[src/rtl/sprite_pkg.sv]
// rtl/sprite_pkg.sv - shared constants, scan-state enum and queue entry type for the sprite scanner
package sprite_pkg;

    localparam int NUM_SPRITES = 64;
    localparam int SPR_H       = 16;
    localparam int QDEPTH      = 16;

    typedef enum logic [2:0] {
        ST_IDLE  = 3'd0,
        ST_FETCH = 3'd1,
        ST_WAIT  = 3'd2,
        ST_EVAL  = 3'd3,
        ST_DONE  = 3'd4
    } scan_state_e;

    // One queued hit as handed to the line renderer (29 bits).
    typedef struct packed {
        logic [8:0] code;
        logic [8:0] x;
        logic [3:0] row;
        logic       flip;
        logic [5:0] idx;
    } spr_entry_t;

    // Row of a sprite on a scanline; the 9-bit subtraction wraps modulo 512,
    // so sprites straddling the top of the frame still produce small rows.
    function automatic logic [8:0] sprite_row(input logic [8:0] line_no, input logic [8:0] ypos);
        return line_no - ypos;
    endfunction

endpackage

[src/rtl/spr_fifo.sv]
// rtl/spr_fifo.sv - small synchronous FIFO holding sprite hits for the line renderer
module spr_fifo
    import sprite_pkg::*;
#(
    parameter int  DEPTH   = QDEPTH,
    parameter type entry_t = spr_entry_t
) (
    input  logic   clk,
    input  logic   reset,
    input  logic   clr,
    input  logic   push,
    input  entry_t din,
    input  logic   pop,
    output entry_t dout,
    output logic   empty,
    output logic   full
);

    localparam int AW = (DEPTH > 1) ? $clog2(DEPTH) : 1;
    localparam int CW = $clog2(DEPTH + 1);

    entry_t        mem_q [DEPTH];
    entry_t        mem_d [DEPTH];
    logic [AW-1:0] wr_q, wr_d;
    logic [AW-1:0] rd_q, rd_d;
    logic [CW-1:0] count_q, count_d;
    logic          do_push, do_pop;

    // Pointer/count update; a pop frees a slot for a same-cycle push even when full,
    // and a clear discards everything including that cycle's push and pop.
    always_comb begin
        do_pop  = pop && (count_q != '0);
        do_push = push && ((count_q != CW'(DEPTH)) || do_pop);
        mem_d   = mem_q;
        wr_d    = wr_q;
        rd_d    = rd_q;
        count_d = count_q;
        if (clr) begin
            wr_d    = '0;
            rd_d    = '0;
            count_d = '0;
        end else begin
            if (do_push) begin
                mem_d[wr_q] = din;
                wr_d        = (wr_q == AW'(DEPTH - 1)) ? '0 : wr_q + AW'(1);
            end
            if (do_pop) begin
                rd_d = (rd_q == AW'(DEPTH - 1)) ? '0 : rd_q + AW'(1);
            end
            if (do_push && !do_pop) begin
                count_d = count_q + CW'(1);
            end else if (!do_push && do_pop) begin
                count_d = count_q - CW'(1);
            end
        end
    end

    // Storage and pointer registers.
    always_ff @(posedge clk or posedge reset) begin
        if (reset) begin
            for (int j = 0; j < DEPTH; j++) begin
                mem_q[j] <= '0;
            end
            wr_q    <= '0;
            rd_q    <= '0;
            count_q <= '0;
        end else begin
            mem_q   <= mem_d;
            wr_q    <= wr_d;
            rd_q    <= rd_d;
            count_q <= count_d;
        end
    end

    // Status and head-of-queue view.
    always_comb begin
        dout  = mem_q[rd_q];
        empty = (count_q == '0);
        full  = (count_q == CW'(DEPTH));
    end

endmodule

[src/rtl/sprite_scan_ctrl.sv]
// rtl/sprite_scan_ctrl.sv - per-scanline sprite table scan that queues visible sprites
module sprite_scan_ctrl
    import sprite_pkg::*;
(
    input  logic       clk,
    input  logic       reset,
    input  logic       line_start,
    input  logic [8:0] line,
    output logic [7:0] spr_addr,
    output logic       spr_rd,
    input  logic [7:0] spr_data,
    output logic       out_valid,
    input  logic       out_ready,
    output logic [8:0] out_code,
    output logic [8:0] out_x,
    output logic [3:0] out_row,
    output logic       out_flip,
    output logic [5:0] out_idx,
    output logic       busy,
    output logic       done,
    output logic       overflow,
    output logic [4:0] hit_count
);

    scan_state_e state_q, state_d;
    logic [5:0]  idx_q, idx_d;
    logic [1:0]  k_q, k_d;
    logic [8:0]  line_q, line_d;
    logic [8:0]  code_q, code_d;
    logic [8:0]  ypos_q, ypos_d;
    logic [8:0]  xpos_q, xpos_d;
    logic        flip_q, flip_d;
    logic        overflow_q, overflow_d;
    logic [4:0]  hit_count_q, hit_count_d;

    logic [8:0]  row;
    logic        hit;
    logic        pop;
    logic        room;
    logic        fifo_clr;
    logic        fifo_push;
    logic        fifo_empty;
    logic        fifo_full;
    spr_entry_t  push_entry;
    spr_entry_t  head;

    spr_fifo #(
        .DEPTH   (QDEPTH),
        .entry_t (spr_entry_t)
    ) u_fifo (
        .clk   (clk),
        .reset (reset),
        .clr   (fifo_clr),
        .push  (fifo_push),
        .din   (push_entry),
        .pop   (out_ready),
        .dout  (head),
        .empty (fifo_empty),
        .full  (fifo_full)
    );

    // Scan sequencing: four byte reads, one wait for the last byte, one compare per sprite.
    // A line_start in any state restarts the scan and wipes the previous line's results.
    always_comb begin
        row        = sprite_row(line_q, ypos_q);
        hit        = (row < 9'(SPR_H));
        pop        = !fifo_empty && out_ready;
        room       = !fifo_full || pop;
        push_entry = '{code: code_q, x: xpos_q, row: row[3:0], flip: flip_q, idx: idx_q};

        state_d     = state_q;
        idx_d       = idx_q;
        k_d         = k_q;
        line_d      = line_q;
        code_d      = code_q;
        ypos_d      = ypos_q;
        xpos_d      = xpos_q;
        flip_d      = flip_q;
        overflow_d  = overflow_q;
        hit_count_d = hit_count_q;
        fifo_clr    = 1'b0;
        fifo_push   = 1'b0;

        if (line_start) begin
            line_d      = line;
            fifo_clr    = 1'b1;
            overflow_d  = 1'b0;
            hit_count_d = '0;
            idx_d       = '0;
            k_d         = '0;
            state_d     = ST_FETCH;
        end else begin
            unique case (state_q)
                ST_IDLE: begin
                end
                ST_FETCH: begin
                    // Byte k-1 arrives while byte k is being addressed.
                    unique case (k_q)
                        2'd1: code_d[7:0] = spr_data;
                        2'd2: ypos_d[7:0] = spr_data;
                        2'd3: begin
                            flip_d    = spr_data[3];
                            code_d[8] = spr_data[2];
                            xpos_d[8] = spr_data[1];
                            ypos_d[8] = spr_data[0];
                        end
                        default: begin
                        end
                    endcase
                    k_d = k_q + 2'd1;
                    if (k_q == 2'd3) begin
                        state_d = ST_WAIT;
                    end
                end
                ST_WAIT: begin
                    xpos_d[7:0] = spr_data;
                    state_d     = ST_EVAL;
                end
                ST_EVAL: begin
                    if (hit && !room) begin
                        overflow_d = 1'b1;
                        state_d    = ST_DONE;
                    end else begin
                        if (hit) begin
                            fifo_push = 1'b1;
                            // Saturates: pushes beyond the queue depth only happen when a pop made room.
                            if (hit_count_q != 5'(QDEPTH)) begin
                                hit_count_d = hit_count_q + 5'd1;
                            end
                        end
                        if (idx_q == 6'(NUM_SPRITES - 1)) begin
                            state_d = ST_DONE;
                        end else begin
                            idx_d   = idx_q + 6'd1;
                            k_d     = 2'd0;
                            state_d = ST_FETCH;
                        end
                    end
                end
                ST_DONE: begin
                    state_d = ST_IDLE;
                end
                default: begin
                    state_d = ST_IDLE;
                end
            endcase
        end
    end

    // Scan state registers.
    always_ff @(posedge clk or posedge reset) begin
        if (reset) begin
            state_q     <= ST_IDLE;
            idx_q       <= '0;
            k_q         <= '0;
            line_q      <= '0;
            code_q      <= '0;
            ypos_q      <= '0;
            xpos_q      <= '0;
            flip_q      <= 1'b0;
            overflow_q  <= 1'b0;
            hit_count_q <= '0;
        end else begin
            state_q     <= state_d;
            idx_q       <= idx_d;
            k_q         <= k_d;
            line_q      <= line_d;
            code_q      <= code_d;
            ypos_q      <= ypos_d;
            xpos_q      <= xpos_d;
            flip_q      <= flip_d;
            overflow_q  <= overflow_d;
            hit_count_q <= hit_count_d;
        end
    end

    // Outputs decoded from state; payload is forced to zero while the queue is empty.
    always_comb begin
        spr_rd    = (state_q == ST_FETCH);
        spr_addr  = spr_rd ? {idx_q, k_q} : 8'd0;
        busy      = (state_q == ST_FETCH) || (state_q == ST_WAIT) || (state_q == ST_EVAL);
        done      = (state_q == ST_DONE);
        overflow  = overflow_q;
        hit_count = hit_count_q;
        out_valid = !fifo_empty;
        out_code  = out_valid ? head.code : 9'd0;
        out_x     = out_valid ? head.x    : 9'd0;
        out_row   = out_valid ? head.row  : 4'd0;
        out_flip  = out_valid ? head.flip : 1'b0;
        out_idx   = out_valid ? head.idx  : 6'd0;
    end

endmodule

[config.mk]
export PLATFORM = sky130hd
export DESIGN_NAME = sprite_scan_ctrl
export DESIGN_NICKNAME = d
export VERILOG_FILES = /design/src/rtl/sprite_pkg.sv /design/src/rtl/spr_fifo.sv /design/src/rtl/sprite_scan_ctrl.sv
export SDC_FILE = /design/constraint.sdc
export NUM_CORES = 1
export LEC_CHECK = 0
export BUFFER_PORTS_ARGS = -buffer_cell sky130_fd_sc_hd__buf_4
export CORE_UTILIZATION = 68
export CTS_CLUSTER_SIZE = 28
export DETAILED_ROUTE_END_ITERATION = 7
export PLACE_DENSITY = 0.93
export SETUP_SLACK_MARGIN = 0.1
export SYNTH_ARGS = -nofsm -noshare
export SYNTH_HDL_FRONTEND = slang
export SYNTH_SLANG_ARGS = --single-unit
[constraint.sdc]
create_clock -name clk -period 51.1 [get_ports clk]
set_input_delay 7.665 -clock clk [delete_from_list [all_inputs] [get_ports clk]]
set_output_delay 7.665 -clock clk [all_outputs]
set_load 0.02 [all_outputs]
Word level (Yosys, flattened, before mapping)
Index checks and enable logic that the tools add are counted.
Widths: inputs -> output; s select.
{"block": "classes", "n_addsub": 8, "eq_ne": 19, "n_lt_le_gt_ge": 4, "muxes": 47, "bitwise_logic": 4, "n_reduce_logical": 37}
{"cell": "$bwmux 464", "n": 1}
{"cell": "$bmux 29 s4", "n": 1}
{"cell": "$demux 29 s4", "n": 1}
{"cell": "$mux 29", "n": 3}
{"cell": "$mux 5", "n": 8}
{"cell": "$mux 6", "n": 5}
{"cell": "$mux 4", "n": 7}
{"cell": "$mux 9", "n": 2}
{"cell": "$reduce_and 3->1", "n": 5}
{"cell": "$mux 3", "n": 4}
{"cell": "$pmux 3 s4", "n": 1}
{"cell": "$reduce_bool 2->1", "n": 6}
{"cell": "$add 5x1->5 const B", "n": 2}
{"cell": "$ge 5x5->1 const B", "n": 2}
{"cell": "$ne 5x5->1 const B", "n": 2}
{"cell": "$not 4->5", "n": 2}
{"cell": "$lt 9x5->1 const B", "n": 1}
{"cell": "$mux 1", "n": 9}
{"cell": "$sub 9x9->9", "n": 1}
{"cell": "$add 4x1->4 const B", "n": 2}
{"cell": "$eq 4x4->1 const B", "n": 2}
{"cell": "$mux 8", "n": 1}
{"cell": "$reduce_and 2->1", "n": 4}
{"cell": "$logic_and 1x1->1", "n": 7}
{"cell": "other kinds (24)", "n": 40}
{"block": "totals", "inputBits": 21, "ff_bits": 531}

Depth between registers and ports, before layout
{"block": "logic_depth", "ltp_word": 15, "depth_mapped": 18, "mapped_depth_nobuf": 17}

Modules after synthesis
Synthesis repeated with hierarchy kept, for this count alone.
{"block": "hier_totals", "hier_cells": 1679, "hier_area_um2": 25298.0}
{"mod": "spr_fifo", "n_inst": 1, "area_each_um2": 22132.5, "cells_each": 1377}
{"mod": "sprite_scan_ctrl", "n_inst": 1, "area_each_um2": 3165.5, "cells_each": 302}

Worst setup path after synthesis
No wires, ideal clock.
{"block": "synth_timing", "path_type": "in2reg", "startpoint": "in out_ready", "endpoint": "reg u_fifo.count_q[4]", "t_arrival_ns": 10.132, "slack_ns": 40.834, "path_buffers": 2, "cell_stages": 13, "required_ns": 50.966, "cell_sequence": "clkbuf_1 nor3_2 nor3_1 and2_1 buf_2 nand2_1 fa_1 a21o_1 a21oi_1 xnor2_1 nor2_1 a211oi_1 o22ai_1"}
{"block": "synth_between", "elab_chain_cells": 11, "elab_cells_between_ends": 17, "classes_between": "5 x mux; 12 x reduce/logical"}
{"element": "from (decl)", "line_no": "sprite_scan_ctrl.sv:13", "text": "input logic out_ready,"}
{"element": "$logic_and 1x1->1", "line_no": "sprite_scan_ctrl.sv:67", "text": "pop = !fifo_empty && out_ready;"}
{"element": "$logic_or 1x1->1", "line_no": "sprite_scan_ctrl.sv:68", "text": "room = !fifo_full || pop;"}
{"element": "$logic_not 1->1", "line_no": "sprite_scan_ctrl.sv:120", "text": "if (hit && !room) begin"}
{"element": "$logic_and 1x1->1", "line_no": "sprite_scan_ctrl.sv:120"}
{"element": "$mux 1", "line_no": "sprite_scan_ctrl.sv:120"}
{"element": "$mux 1", "line_no": "sprite_scan_ctrl.sv:93", "text": "unique case (state_q)"}
{"element": "$mux 1", "line_no": "sprite_scan_ctrl.sv:84", "text": "if (line_start) begin"}
{"element": "$logic_and 1x1->1", "line_no": "spr_fifo.sv:33", "text": "do_push = push && ((count_q != CW'(DEPTH)) || do_pop);"}
{"element": "$logic_and 1x1->1 or $logic_not 1->1 (tied branches)", "line_no": "spr_fifo.sv:50, spr_fifo.sv:52"}
{"element": "$mux 5 or $logic_and 1x1->1 (tied branches)", "line_no": "spr_fifo.sv:50, spr_fifo.sv:52"}
{"element": "$mux 5 or $reduce_bool 3->1 (tied branches)"}
{"element": "to (signal assigned)", "line_no": "spr_fifo.sv:71", "text": "count_q <= count_d;"}
{"element": "to (decl)", "line_no": "spr_fifo.sv:26", "text": "logic [CW-1:0] count_q, count_d;"}
Several ways; a longest one is shown, not always the timed one.
A chain may end at the register's enable or synchronous reset.

Worst setup path after layout
{"block": "layout_timing", "startpoint": "reg u_fifo.rd_q[1]", "endpoint": "out out_x[4]"}
{"block": "layout_between", "elab_chain_cells": 5}
{"element": "from (decl)", "line_no": "spr_fifo.sv:25", "text": "logic [AW-1:0] rd_q, rd_d;"}
{"element": "from (signal assigned)", "line_no": "spr_fifo.sv:70", "text": "rd_q <= rd_d;"}
{"element": "$not 4->5 (not written as such)", "line_no": "spr_fifo.sv:77", "text": "dout = mem_q[rd_q];"}
{"element": "$bmux 29 s4", "line_no": "spr_fifo.sv:77"}
{"element": "$mux 29 (not written as such) (2 in a row)", "line_no": "spr_fifo.sv:77"}
{"element": "$mux 9", "line_no": "sprite_scan_ctrl.sv:187", "text": "out_x = out_valid ? head.x : 9'd0;"}
{"element": "to (decl)", "line_no": "sprite_scan_ctrl.sv:15", "text": "output logic [8:0] out_x,"}
Every way passes these cells. The select of a mux whose other input is x is not followed.

==> run summary <==
Worst-path cell with the longest stage delay = a211oi_1
Vias in the first global route = 18170
Min cycle time layout = 12.42 ns
Critical path's top delay family = compound AO/OA/AOI/OAI gates
PwrDens = 37.14 nW/um2
Worst min-delay path class = flop to flop
Layout cells sized above 1 = 37.51%
CP dominant cell by count = buf_4
Leak = 13.76 nW
H-tree depth = 2
Hpwl dp = 36.18 mm
IO Port Bufs = 67
Core area = 37580 um2
Synthesized area per cell = 13.94 um2
DRC = 0
Initial antenna violation count = 0
Critical path arrival = 4.76 ns
Clk buf depth = 3
Tightest Pin Transition = 1.298 ns
Initial Utilization = 68.80%
Drt total wl = 68.77 mm
RSZ-0062 raised after global routing = false
Slew HR = 13.18%
CTS root buf = clkbuf_16
Crit path launch type = flop
Max incr delay on CP = 0.82 ns
Achievable Freq = 0.08050 GHz
Syn nets = 1901
Die area = 38810 um2
Syn Std Cell Area = 25850 um2
Period Utilization, post-route = 24.31%
Row count = 71
Gr usage total = 36.47%
Hold-fix buffer count after cts = 0
Ys flop type = dfrtp_1
Post-Route Skew = 0.01695 ns
Post-synth EDFFs = 0
Die W = 197.0 um
Final cell count without fillers = 2393
Seq/Total Area, Yosys = 51.39%
Final Setup Violations = 0
Vias/cell = 7.084
GRT overflow = 0
Hold Vio Cnt, Final = 0
Slew Limit Fails = 0
Crit end category = primary output
Drt wl/cell = 28.74 um
Worst path cell trace = buf_4, nand2_2, o221ai_1, nand2_1, a211oi_1, buf_4
ANT cells = 0
Area added between synthesis and finish = 8.793%
CP bufs+invs = 2
DRT iter0 DRCs = 1868
First-pass GRT wire length = 106.8 mm
Asr flop ratio synth = 100.0%
Detail Route Antenna Nets = 0
Synth Warn # = 0
Gp weighted congestion = 0.8309
CP Max Fanout = 42
WS Path Type = flop to primary output
Total CTS buffers = 52
Required time at the worst-slack endpoint = 43.43 ns
Setup TNS = 0 ns
Total number of vias = 16950
CTS resizes = 0
Pre-antenna DRT Iters = 5
Nets = 1889
Status = complete, no violations
Max Cap Violations = 0
Dpl cells = 2300
Top Ports = 68
Fill cells = 1917
CTS clk-pin slew, worst paths = 0.06 ns
CTS tree = done
Largest net degree at the start of global routing = 136
Syn Inst Count = 1855
Clock Sinks = 531
Maximum vdd ir drop = 0.00004075 V
Die Ht = 197.0 um
Postcts setup bufs = 0
Synth Register Bits = 531
Clk_lat worst skew = 0.58 ns
Count of different cell masters after synthesis = 60
## metal layers
layer  up-vias  global-route usage (%)  part of all wire [%]
met5         -                       0                     0
met4         0                   23.23                   6.5
met3       360                   7.221                   8.7
met2      1110                   55.90                    47
met1      8757                   48.18                    38
li1       6726                       -                     -
## state kept, by name (all words and copies together) (netlist names)
name,count
idx_q,6
u_fifo.rd_q,4
u_fifo.mem_q,464
line_q,9
flip_q,1
code_q,9
u_fifo.count_q,5
hit_count,5
overflow,1
ypos_q,9
xpos_q,9
state_q,3
u_fifo.wr_q,4
k_q,2
## cell usage in the layout (no fill, tap or decap), types with 23 or more instances in the layout
cell	synthesis	final
dfrtp_1	531	528
mux2_2	225	225
mux2_4	220	220
nand2_1	114	113
o21ai_0	97	97
buf_4	0	91
mux2i_1	90	90
mux4_2	58	58
clkbuf_16	0	53
a21oi_1	50	50
a211oi_1	34	34
nor2_1	32	31
o22ai_1	31	31
o221ai_1	29	29
ha_1	23	23
## final timing paths
kind / slack, ns / from / endpoint / cells past startpoint
max in group asynchronous: 40.32 / reset / u_fifo.mem_q[417] / 5
hold reg to reg: 0.48 / u_fifo.mem_q[416] / u_fifo.mem_q[416] / 2
hold / removal: 0.48 / u_fifo.mem_q[416] / u_fifo.mem_q[416] / 2
min in group asynchronous: 7.24 / reset / u_fifo.mem_q[62] / 2
setup / recovery: 38.68 / u_fifo.rd_q[1] / out_x[4] / 6
setup reg to reg: 46.36 / line_q[0] / u_fifo.count_q[4] / 18
## metrics by stage
| step | hold WS, ns | setup WS (ns) | total power, mW | utilization, % | cell area (um2) |
|---|---|---|---|---|---|
| finish | 0.4782 | 38.68 | 1.045 | 74.85 | 28130 |
| global route | 0.5040 | 38.70 | 1.074 | 74.85 | 28130 |
| CTS | 0.4824 | 38.90 | 1.040 | 74.85 | 28130 |
| detailed placement | 0.4690 | 39.49 | 0.6508 | 70.23 | 26390 |
| global placement | 0.4562 | 39.67 | 0.6427 | 70.23 | 26390 |
| floorplan | 0.4444 | 28.60 | 0.5981 | - | 25850 |
## kinds of logic (layout without fill, tap and decap cells)
kind of cell	count (synthesis)	after routing	synth area share [%]
AOI/OAI and AO/OA	268	268	6.461
muxes	613	613	31.98
DFF	531	531	51.39
and+or+nand+nor	222	222	4.781
buffers and inverters	176	203	3.436
xor gates and xnor gates	20	20	0.6775
adders and majority gates	25	25	1.268
## worst reg2reg max path, cell delays in order (launching register included)
cell and delay [ns]:
dfrtp_1 0.33, inv_1 0.05, ha_1 0.22, fa_1 0.41, nor2b_1 0.18, o311a_1 0.22
a21oi_2 0.08, xnor2_1 0.16, a211oi_4 0.25, buf_4 0.51, and2_1 0.43, nand2_1 0.23
fa_1 0.47, a21o_1 0.21, a21oi_1 0.29, xnor2_1 0.16, nor2_1 0.06, a211oi_1 0.23
o22ai_1 0.11
## cell type report
type	count	area (um2)	area share, %
sequential	531	13290	47.26
multi-input combinational	1148	11700	41.58
clock buffer	78	1570	5.583
timing repair buffer	91	683.2	2.429
tap	511	639.4	2.273
clock inverter	15	166.4	0.5916
inverter	19	78.83	0.2802
## where the power goes
part / switching, mW / internal [mW]
clock: 0.166 / 0.227
combinational: 0.119 / 0.0688
sequential: 0.0324 / 0.431
## synthesized netlist by cell type (all sizes together) (6+ instances only)
cell / number / area (um2)
dfrtp: 531 / 13290
mux2: 465 / 6062
nand2: 114 / 427.9
o21ai: 98 / 490.5
clkbuf: 92 / 346.6
mux2i: 90 / 900.9
buf: 65 / 470.5
mux4: 58 / 1306
a21oi: 52 / 267.8
a211oi: 35 / 275.3
nor2: 32 / 120.1
o22ai: 31 / 193.9
o221ai: 29 / 254.0
ha: 23 / 287.8
nand4: 22 / 342.8
inv: 19 / 71.32
and2: 14 / 87.58
xnor2: 11 / 96.34
nor2b: 10 / 62.56
xor2: 9 / 78.83
nand2b: 6 / 37.54
nor3: 6 / 35.03
No activity file was read; power rests on OpenSTA's default activity.
